<file path="src/rtl/seg7_pkg.sv">
// Shared definitions for the 7-segment pattern decoder: segment patterns (abcdefg,
// bit 6 = a), their display codes, the FSM state type and the pattern-to-code map.
package seg7_pkg;

  localparam logic [6:0] SEG_0     = 7'b1111110;
  localparam logic [6:0] SEG_1     = 7'b0110000;
  localparam logic [6:0] SEG_2     = 7'b1101101;
  localparam logic [6:0] SEG_3     = 7'b1111001;
  localparam logic [6:0] SEG_4     = 7'b0110011;
  localparam logic [6:0] SEG_5     = 7'b1011011;
  localparam logic [6:0] SEG_6     = 7'b1011111;
  localparam logic [6:0] SEG_7     = 7'b1110000;
  localparam logic [6:0] SEG_8     = 7'b1111111;
  localparam logic [6:0] SEG_9     = 7'b1111011;
  localparam logic [6:0] SEG_A     = 7'b1110111;
  localparam logic [6:0] SEG_B     = 7'b0011111;
  localparam logic [6:0] SEG_C     = 7'b1001110;
  localparam logic [6:0] SEG_D     = 7'b0111101;
  localparam logic [6:0] SEG_E     = 7'b1001111;
  localparam logic [6:0] SEG_F     = 7'b1000111;
  localparam logic [6:0] SEG_BLANK = 7'b0000000;
  localparam logic [6:0] SEG_DASH  = 7'b0000001;

  localparam logic [4:0] CODE_0     = 5'h00;
  localparam logic [4:0] CODE_1     = 5'h01;
  localparam logic [4:0] CODE_2     = 5'h02;
  localparam logic [4:0] CODE_3     = 5'h03;
  localparam logic [4:0] CODE_4     = 5'h04;
  localparam logic [4:0] CODE_5     = 5'h05;
  localparam logic [4:0] CODE_6     = 5'h06;
  localparam logic [4:0] CODE_7     = 5'h07;
  localparam logic [4:0] CODE_8     = 5'h08;
  localparam logic [4:0] CODE_9     = 5'h09;
  localparam logic [4:0] CODE_A     = 5'h0A;
  localparam logic [4:0] CODE_B     = 5'h0B;
  localparam logic [4:0] CODE_C     = 5'h0C;
  localparam logic [4:0] CODE_D     = 5'h0D;
  localparam logic [4:0] CODE_E     = 5'h0E;
  localparam logic [4:0] CODE_F     = 5'h0F;
  localparam logic [4:0] CODE_BLANK = 5'h10;
  localparam logic [4:0] CODE_DASH  = 5'h11;
  localparam logic [4:0] CODE_ERR   = 5'h1F;

  typedef enum logic [1:0] {SETTLE, HOLD, PENDING} state_e;

  // Returns {err, code}; unknown patterns map to {1, CODE_ERR}.
  function automatic logic [5:0] seg7_to_code(input logic [6:0] pattern);
    case (pattern)
      SEG_0:     return {1'b0, CODE_0};
      SEG_1:     return {1'b0, CODE_1};
      SEG_2:     return {1'b0, CODE_2};
      SEG_3:     return {1'b0, CODE_3};
      SEG_4:     return {1'b0, CODE_4};
      SEG_5:     return {1'b0, CODE_5};
      SEG_6:     return {1'b0, CODE_6};
      SEG_7:     return {1'b0, CODE_7};
      SEG_8:     return {1'b0, CODE_8};
      SEG_9:     return {1'b0, CODE_9};
      SEG_A:     return {1'b0, CODE_A};
      SEG_B:     return {1'b0, CODE_B};
      SEG_C:     return {1'b0, CODE_C};
      SEG_D:     return {1'b0, CODE_D};
      SEG_E:     return {1'b0, CODE_E};
      SEG_F:     return {1'b0, CODE_F};
      SEG_BLANK: return {1'b0, CODE_BLANK};
      SEG_DASH:  return {1'b0, CODE_DASH};
      default:   return {1'b1, CODE_ERR};
    endcase
  endfunction

endpackage

</file>
<file path="src/rtl/seg7_stable_filter.sv">
// Samples the segment bus and counts how long the sampled pattern has held.
// stable_o/reach_o look ahead to the counter value after the coming edge.
module seg7_stable_filter #(
  parameter int STABLE_CYCLES = 4,
  parameter int CNT_W         = 8
) (
  input  logic       clk,
  input  logic       rst_n,
  input  logic [6:0] seg_i,
  output logic [6:0] pat_o,
  output logic       change_o,
  output logic       stable_o,
  output logic       reach_o
);

  localparam logic [CNT_W-1:0] CNT_MAX = CNT_W'(STABLE_CYCLES);

  logic [6:0]       s_q;
  logic [CNT_W-1:0] cnt_q;
  logic [CNT_W-1:0] cnt_d;

  always_comb begin
    cnt_d = cnt_q;
    if (seg_i != s_q) begin
      cnt_d = '0;
    end else if (cnt_q != CNT_MAX) begin
      cnt_d = cnt_q + 1'b1;
    end
  end

  always_ff @(posedge clk or negedge rst_n) begin
    if (!rst_n) begin
      s_q   <= '0;
      cnt_q <= '0;
    end else begin
      s_q   <= seg_i;
      cnt_q <= cnt_d;
    end
  end

  // Whenever stable_o is set, seg_i equals s_q, so s_q names the stable pattern.
  assign pat_o    = s_q;
  assign change_o = (seg_i != s_q);
  assign stable_o = (cnt_d == CNT_MAX);
  assign reach_o  = stable_o && (cnt_q != CNT_MAX);

endmodule

</file>
<file path="src/rtl/seg7_pattern_decoder.sv">
// Decodes stable 7-segment patterns back to display codes, one event per new pattern.
// Define SEG_ACTIVE_LOW_EN for common-anode (active-low) segment inputs.
module seg7_pattern_decoder
  import seg7_pkg::*;
#(
  parameter int STABLE_CYCLES = 4,
  parameter int CNT_W         = 8
) (
  input  logic       clk,
  input  logic       rst_n,
  input  logic [6:0] seg_in,
  output logic [4:0] code_o,
  output logic       err_o,
  output logic       valid_o,
  input  logic       ready_i,
  output logic       overrun_o,
  input  logic       clr_overrun_i
);

  logic [6:0] seg_eff;
  logic [6:0] pat;
  logic       change;
  logic       stable;
  logic       reach;

`ifdef SEG_ACTIVE_LOW_EN
  assign seg_eff = ~seg_in;
`else
  assign seg_eff = seg_in;
`endif

  seg7_stable_filter #(
    .STABLE_CYCLES (STABLE_CYCLES),
    .CNT_W         (CNT_W)
  ) u_filter (
    .clk      (clk),
    .rst_n    (rst_n),
    .seg_i    (seg_eff),
    .pat_o    (pat),
    .change_o (change),
    .stable_o (stable),
    .reach_o  (reach)
  );

  state_e     state_q, state_d;
  logic [6:0] last_rep_q, last_rep_d;
  logic [6:0] last_stab_q, last_stab_d;
  logic [6:0] pend_q, pend_d;
  logic [4:0] code_q, code_d;
  logic       err_q, err_d;
  logic       ovr_q, ovr_d;
  logic       load, accept, drop;

  always_ff @(posedge clk or negedge rst_n) begin
    if (!rst_n) begin
      state_q <= SETTLE;
    end else begin
      state_q <= state_d;
    end
  end

  always_comb begin
    state_d = state_q;
    case (state_q)
      SETTLE:  if (stable) state_d = (pat != last_rep_q) ? PENDING : HOLD;
      HOLD:    if (change) state_d = SETTLE;
      PENDING: if (ready_i) state_d = SETTLE;
      default: state_d = SETTLE;
    endcase
  end

  // A drop is a fresh stable pattern seen while an event is still waiting; a
  // pattern that merely returns to the last stable value after a glitch is not one.
  always_comb begin
    load        = (state_q == SETTLE) && stable && (pat != last_rep_q);
    accept      = (state_q == PENDING) && ready_i;
    drop        = (state_q == PENDING) && reach && (pat != pend_q) && (pat != last_stab_q);
    pend_d      = load ? pat : pend_q;
    {err_d, code_d} = load ? seg7_to_code(pat) : {err_q, code_q};
    last_rep_d  = accept ? pend_q : last_rep_q;
    last_stab_d = reach ? pat : last_stab_q;
    ovr_d       = drop ? 1'b1 : (clr_overrun_i ? 1'b0 : ovr_q);
  end

  always_ff @(posedge clk or negedge rst_n) begin
    if (!rst_n) begin
      last_rep_q  <= SEG_BLANK;
      last_stab_q <= SEG_BLANK;
      pend_q      <= SEG_BLANK;
      code_q      <= '0;
      err_q       <= 1'b0;
      ovr_q       <= 1'b0;
    end else begin
      last_rep_q  <= last_rep_d;
      last_stab_q <= last_stab_d;
      pend_q      <= pend_d;
      code_q      <= code_d;
      err_q       <= err_d;
      ovr_q       <= ovr_d;
    end
  end

  always_comb begin
    valid_o   = (state_q == PENDING);
    code_o    = code_q;
    err_o     = err_q;
    overrun_o = ovr_q;
  end

endmodule

</file>
<file path="config.mk">
export PLATFORM = sky130hd
export DESIGN_NAME = seg7_pattern_decoder
export DESIGN_NICKNAME = d
export VERILOG_FILES = /design/src/rtl/seg7_pkg.sv /design/src/rtl/seg7_stable_filter.sv /design/src/rtl/seg7_pattern_decoder.sv
export SDC_FILE = /design/constraint.sdc
export NUM_CORES = 1
export LEC_CHECK = 0
export CAP_MARGIN = 20
export CORE_ASPECT_RATIO = 1.25
export CORE_MARGIN = 2
export CORE_UTILIZATION = 30
export DETAILED_ROUTE_END_ITERATION = 8
export SKIP_LAST_GASP = 1
export SLEW_MARGIN = 20
export SYNTH_ARGS = -nofsm -noshare
export SYNTH_HDL_FRONTEND = slang
export SYNTH_SLANG_ARGS = --single-unit
</file>
<file path="constraint.sdc">
create_clock -name clk -period 2.94 [get_ports clk]
set_input_delay 0.588 -clock clk [delete_from_list [all_inputs] [get_ports clk]]
set_output_delay 0.588 -clock clk [all_outputs]
set_load 0.01 [all_outputs]
</file>
# Word-level counts from Yosys, hierarchy flattened
# Cells that the tools add are included.
# totals
elab_cells	59
output_inout_bits	8
input_bits	11
regBits	45
# op_classes
n_reduce_logical	11
muxes	10
addsub	1
eq_ne	28
# ops
op	n
6-bit one-hot mux with 18 select lines	1
7-bit equality test (second input constant)	12
7-bit != test	4
7-bit by 6-bit equality test with 1-bit output (second input constant)	3
8-bit two-way mux	2
8-bit by 1-bit adder with 8-bit output (second input constant)	1
8-bit by 3-bit equality test with 1-bit output (second input constant)	1
2-bit two-way mux	4
8-bit by 3-bit != test with 1-bit output (second input constant)	1
7-bit by 1-bit equality test with 1-bit output (second input constant)	1
7-bit by 5-bit equality test with 1-bit output (second input constant)	1
1-bit logical AND	7
7-bit zero test	1
2-bit one-hot mux with 3 select lines	1
2-bit != test (second input constant)	2
3-bit AND reduction	1
2-bit by 1-bit equality test with 1-bit output (second input constant)	1
2-bit equality test (second input constant)	1
2-bit zero test	1
1-bit two-way mux	2
2-bit by 1-bit != test with 1-bit output (second input constant)	1
2-bit nonzero test	1

# Depth between registers and ports, before layout
# logic_depth
depth_word	9
depth_mapped	8
mapped_depth_nobuf	7

# Cells and area by module
# Synthesis repeated with hierarchy kept, for this count alone.
# unflattened
hier_cells	239
area_unflattened_um2	2602.5
# by_module_without_submodules
mod	cells_per_inst	n_inst	area_each_um2	seq_area_each_um2
seg7_pattern_decoder	163	1	1788.0	750.7
seg7_stable_filter	76	1	814.5	375.4

# Worst setup path after synthesis
# No wires, ideal clock.
# synth_timing
kind	input to register
startpoint	input seg_in[6]
endpoint	register pend_q[0]
path_slack_ps	392
t_arrival_ps	2422
cell_stages	7
t_required_ps	2815
path_buffers	1
setup_time_ps	125
path_cell_list	xor2_2 > nor4_4 > nand4_2 > or4b_4 > nor3_4 > buf_8 > mux2_4
# synth_between
elab_chain_cells	5
# synth_rtl
item	line_no	source
from (decl)	seg7_pattern_decoder.sv:11	input logic [6:0] seg_in,
7-bit != test	seg7_stable_filter.sv:24	if (seg_i != s_q) begin
8-bit two-way mux	seg7_stable_filter.sv:24	
8-bit by 3-bit equality test with 1-bit output	seg7_stable_filter.sv:44	assign stable_o = (cnt_d == CNT_MAX);
1-bit logical AND (2 in series)	seg7_pattern_decoder.sv:75	load = (state_q == SETTLE) && stable && (pat != last_rep_q);
to (signal assigned)	seg7_pattern_decoder.sv:96	pend_q <= pend_d;
to (decl)	seg7_pattern_decoder.sv:48	logic [6:0] pend_q, pend_d;
# Every way passes these cells.
# A chain may end at the register's enable or synchronous reset.

# Worst setup path in the final report
# layout_timing
startpoint	input seg_in[6]
endpoint	register code_q[1] (netlist: code_o[1])
# layout_between
elab_chain_cells	5
# layout_rtl
item	line_no	source
7-bit != test	seg7_stable_filter.sv:24	
8-bit two-way mux	seg7_stable_filter.sv:24	
8-bit by 3-bit equality test with 1-bit output	seg7_stable_filter.sv:44	
1-bit logical AND (2 in series)	seg7_pattern_decoder.sv:75	
to (signal assigned)	seg7_pattern_decoder.sv:97	code_q <= code_d;
to (decl)	seg7_pattern_decoder.sv:49	logic [4:0] code_q, code_d;
# Every way passes these cells.

==> flow_metrics.py <==
metrics = {
    "synthesis": {
        "syn_area_um2": 2550,
        "synth_simple_gate_area_share_pct": 17.2,
        "ys.flop_type": "dfrtp_1",
        "avgSynthCellArea_um2": 10.8,
        "ys_ff_latch": 45,
        "synth.yosys.seq_area_share_pct": 44.2,
        "synth_area_leaders": "dfrtp_1 44%, mux2_2 8.0%, xor2_1 6.5%",
        "synth_xor_area_share_pct": 13.0,
        "async_flop_share_pct": 100,
        "synthAdderAreaFrac_pct": 0.983,
        "synth_nets": 248,
        "synthesis.instances": 235,
        "synth_top_family_by_area": "simple AND/OR/NAND/NOR gates",
        "synth_compound_area_share_pct": 6.49,
        "synth_edf_count": 0,
        "muxShareOfSynthArea_pct": 12.9,
        "synth_top_cell_area_share_pct": 44.2,
        "yosysTopAreaCell": "dfrtp_1",
        "synthDistinctLibCells": 51,
        "synth-warning-count": 0,
    },
    "cts": {
        "cts_htree_levels": 2,
        "root_buffer": "clkbuf_8",
        "cts_sinks": 45,
        "cts_resized": 0,
        "cts_setup_buffers": 0,
        "clockBufferDepth": 2,
        "cts_buffers": 5,
        "clk_pin_slew_ns": 0.08,
        "hold_buffers": 0,
        "tritoncts": "yes",
        "worstSkewPairLatency_ns": 0.30,
    },
    "timing": {
        "max_freq_mhz": 370,
        "fin_setup_tns_ns": 0,
        "hold_ws_ns": 0.287,
        "fin_worst_skew_ns": 0.00623,
        "final_max_slew_viol_count": 0,
        "setup_viol": 0,
        "fin_crit_ns": 2.70,
        "slew_headroom_pct": 58.8,
        "fin_crit_sh_pct": 92.0,
        "tightestPinTransition_ns": 0.618,
        "rsz0062_at_grt": "false",
        "hold_violations": 0,
    },
    "min_path": {
        "min_path_type": "in -> async",
    },
    "drt": {
        "vias": 1751,
        "drt_first_pass_iters": 4,
        "routed_wirelength_mm": 5.01,
        "vias_per_cell": 4.99,
        "routed.top_layer": "met4",
        "m1WireLength_mm": 2.31,
        "routed-wl-met2_mm": 2.50,
        "met3WireLength_um": 112,
        "post-route-drc-count": 0,
        "postRouteAntennaNets": 0,
        "wl_per_cell_um": 14.3,
        "drtIter0Drc": 41,
    },
    "worst_setup_path": {
        "endpoint_kind": "flop",
        "critPathMaxFanout": 13,
        "slowest_stage": "or4b_4",
        "cp_cell_sequence": "clkdlybuf4s50_1, xor2_2, nor4_4, nand4_2, or4b_4, nor3_4, buf_12, mux2_2",
        "cpLargestDelayFamily": "simple AND/OR/NAND/NOR gates",
        "worstSetupPathType": "in -> reg",
        "cp.required_ns": 3.13,
        "cp-startpoint": "seg_in[6]",
        "crit_buf_inv": 2,
        "max_stage_delay_ns": 0.51,
        "reg2reg_from": "u_filter.cnt_q[0]",
        "crit_arrival_ns": 2.89,
        "startpoint_type": "input port",
    },
    "power_and_ir_drop": {
        "p_total_w": 0.00109,
        "peakVddDrop_v": 0.000155,
        "power.density_nw_per_um2": 371,
        "leakagePower_nw": 1.28,
    },
    "finish": {
        "seq_area_um2": 1130,
        "multi_input_area_um2": 1290,
        "fin_nets": 268,
        "layout_commonest_cell": "dfrtp_1",
        "syn_to_final_growth_pct": 15.2,
        "antenna_cells": 0,
        "fill_cells": 814,
        "final_cell_mix": "45 x dfrtp_1, 19 x xor2_1, 18 x mux2_2",
        "final_layout_size_suffix_gt1_share_pct": 20.5,
        "stdcell_area_um2": 2930,
    },
    "placement": {
        "dpl_cell_area_um2": 2860,
        "place_congestion": 0.813,
        "hpwl_mm": 3.55,
        "numPortBuffers": 18,
    },
    "floorplan": {
        "die_x_um": 86.4,
        "die_y_um": 107,
        "start_util_pct": 30.9,
        "core_area_um2": 8240,
        "core.rowCount": 37,
        "boundaryPins": 19,
        "dieArea_um2": 9240,
    },
    "global_route": {
        "grt_usage_pct": 12.0,
        "grt_first_pass_wirelength_mm": 8.63,
        "grt_max_degree": 46,
        "grt_pass1_vias": 1765,
        "antenna_found_initial": 0,
        "grt-ovfl-total": 0,
    },
    "status": {
        "outcome": "complete, no violations",
    },
    "job": {
        "maxCapViolations": 0,
    },
}
==> flip-flops by register name (all words and copies together), names as in the netlist <==
name	cells
code_o	5
err_o	1
last_rep_q	7
last_stab_q	7
overrun_o	1
pend_q	7
state_q	2
u_filter.cnt_q	8
u_filter.pat_o	7
==> Yosys cell counts (2+ instances only) <==
cell type  number
a21o_1          2
a21oi_1         5
buf_2           4
buf_6           2
clkbuf_1       11
dfrtp_1        45
ha_1            2
inv_1           8
mux2_2         18
mux2_4          7
mux2i_1         2
nand2_1        13
nand2b_1        2
nand3_1         9
nand4_1         5
nor2_1         12
nor2b_1         3
nor3_1          6
nor4_1          5
nor4b_1         3
o2111ai_1       2
o21ai_0         3
o22ai_1         3
or3_1           2
xnor2_1        17
xor2_1         19
==> path summary, 6_finish.rpt <==
| check | end | slack [ns] | cells past startpoint |
|---|---|---|---|
| min in group clk | code_o[4] | 0.53 | 2 |
| max in group asynchronous | last_rep_q[6] | 2.26 | 1 |
| worst min-delay path | u_filter.cnt_q[2] | 0.29 | 1 |
| worst min register to register | code_o[4] | 0.53 | 2 |
| worst max-delay path | code_o[1] | 0.24 | 8 |
| worst max register to register | code_o[1] | 0.36 | 7 |
==> metrics by stage <==
| step | worst slack [ns] | std cells | utilization (%) |
|---|---|---|---|
| finish | 0.237 | 351 | 35.6 |
| global route | 0.141 | 351 | 35.6 |
| CTS | 0.227 | 351 | 35.6 |
| detailed placement | -0.0854 | 345 | 34.7 |
| global placement | -0.0462 | 345 | 34.7 |
| floorplan | 0.392 | 235 | - |
==> worst reg2reg max path, delay by kind of cell, from the launching register on <==
family / cells / cell delay (ns)
and+or+nand+nor: 2 / 0.47
muxes: 1 / 0.34
AOI/OAI and AO/OA: 2 / 0.68
buffers and inverters: 1 / 0.18
DFF: 1 / 0.47
adders and majority gates: 1 / 0.33
==> layout make-up <==
class,instances,area share (%)
clock buffer,5,2.35
inverter,8,1.02
sequential,45,38.4
tap,97,4.14
multi-input combinational,163,43.9
clock inverter,1,0.171
timing repair buffer,32,10.1
==> layer usage <==
metal / vias to the layer above / global-route usage, %
met5: - / 0
met4: 0 / 4.58
met3: 8 / 3.08
met2: 23 / 19.6
met1: 871 / 15.2
li1: 849 / -
==> report_power, final <==
part	leakage [nW]	switching, W	internal [W]	total (W)
clock	0.0399	0.000197	0.000157	0.000353
combinational	0.634	0.0000549	0.0000448	0.0000997
sequential	0.602	0.0000137	0.000623	0.000637
==> logic make-up after synthesis <==
| family | Yosys count |
|---|---|
| AND/OR/NAND/NOR | 73 |
| flip-flops | 45 |
| XOR/XNOR | 37 |
| buffers and inverters | 27 |
| multiplexers | 27 |
| AO/OA/AOI/OAI | 24 |
| adder cells (fa/ha/maj) | 2 |
(Power assumes the default switching activity.)
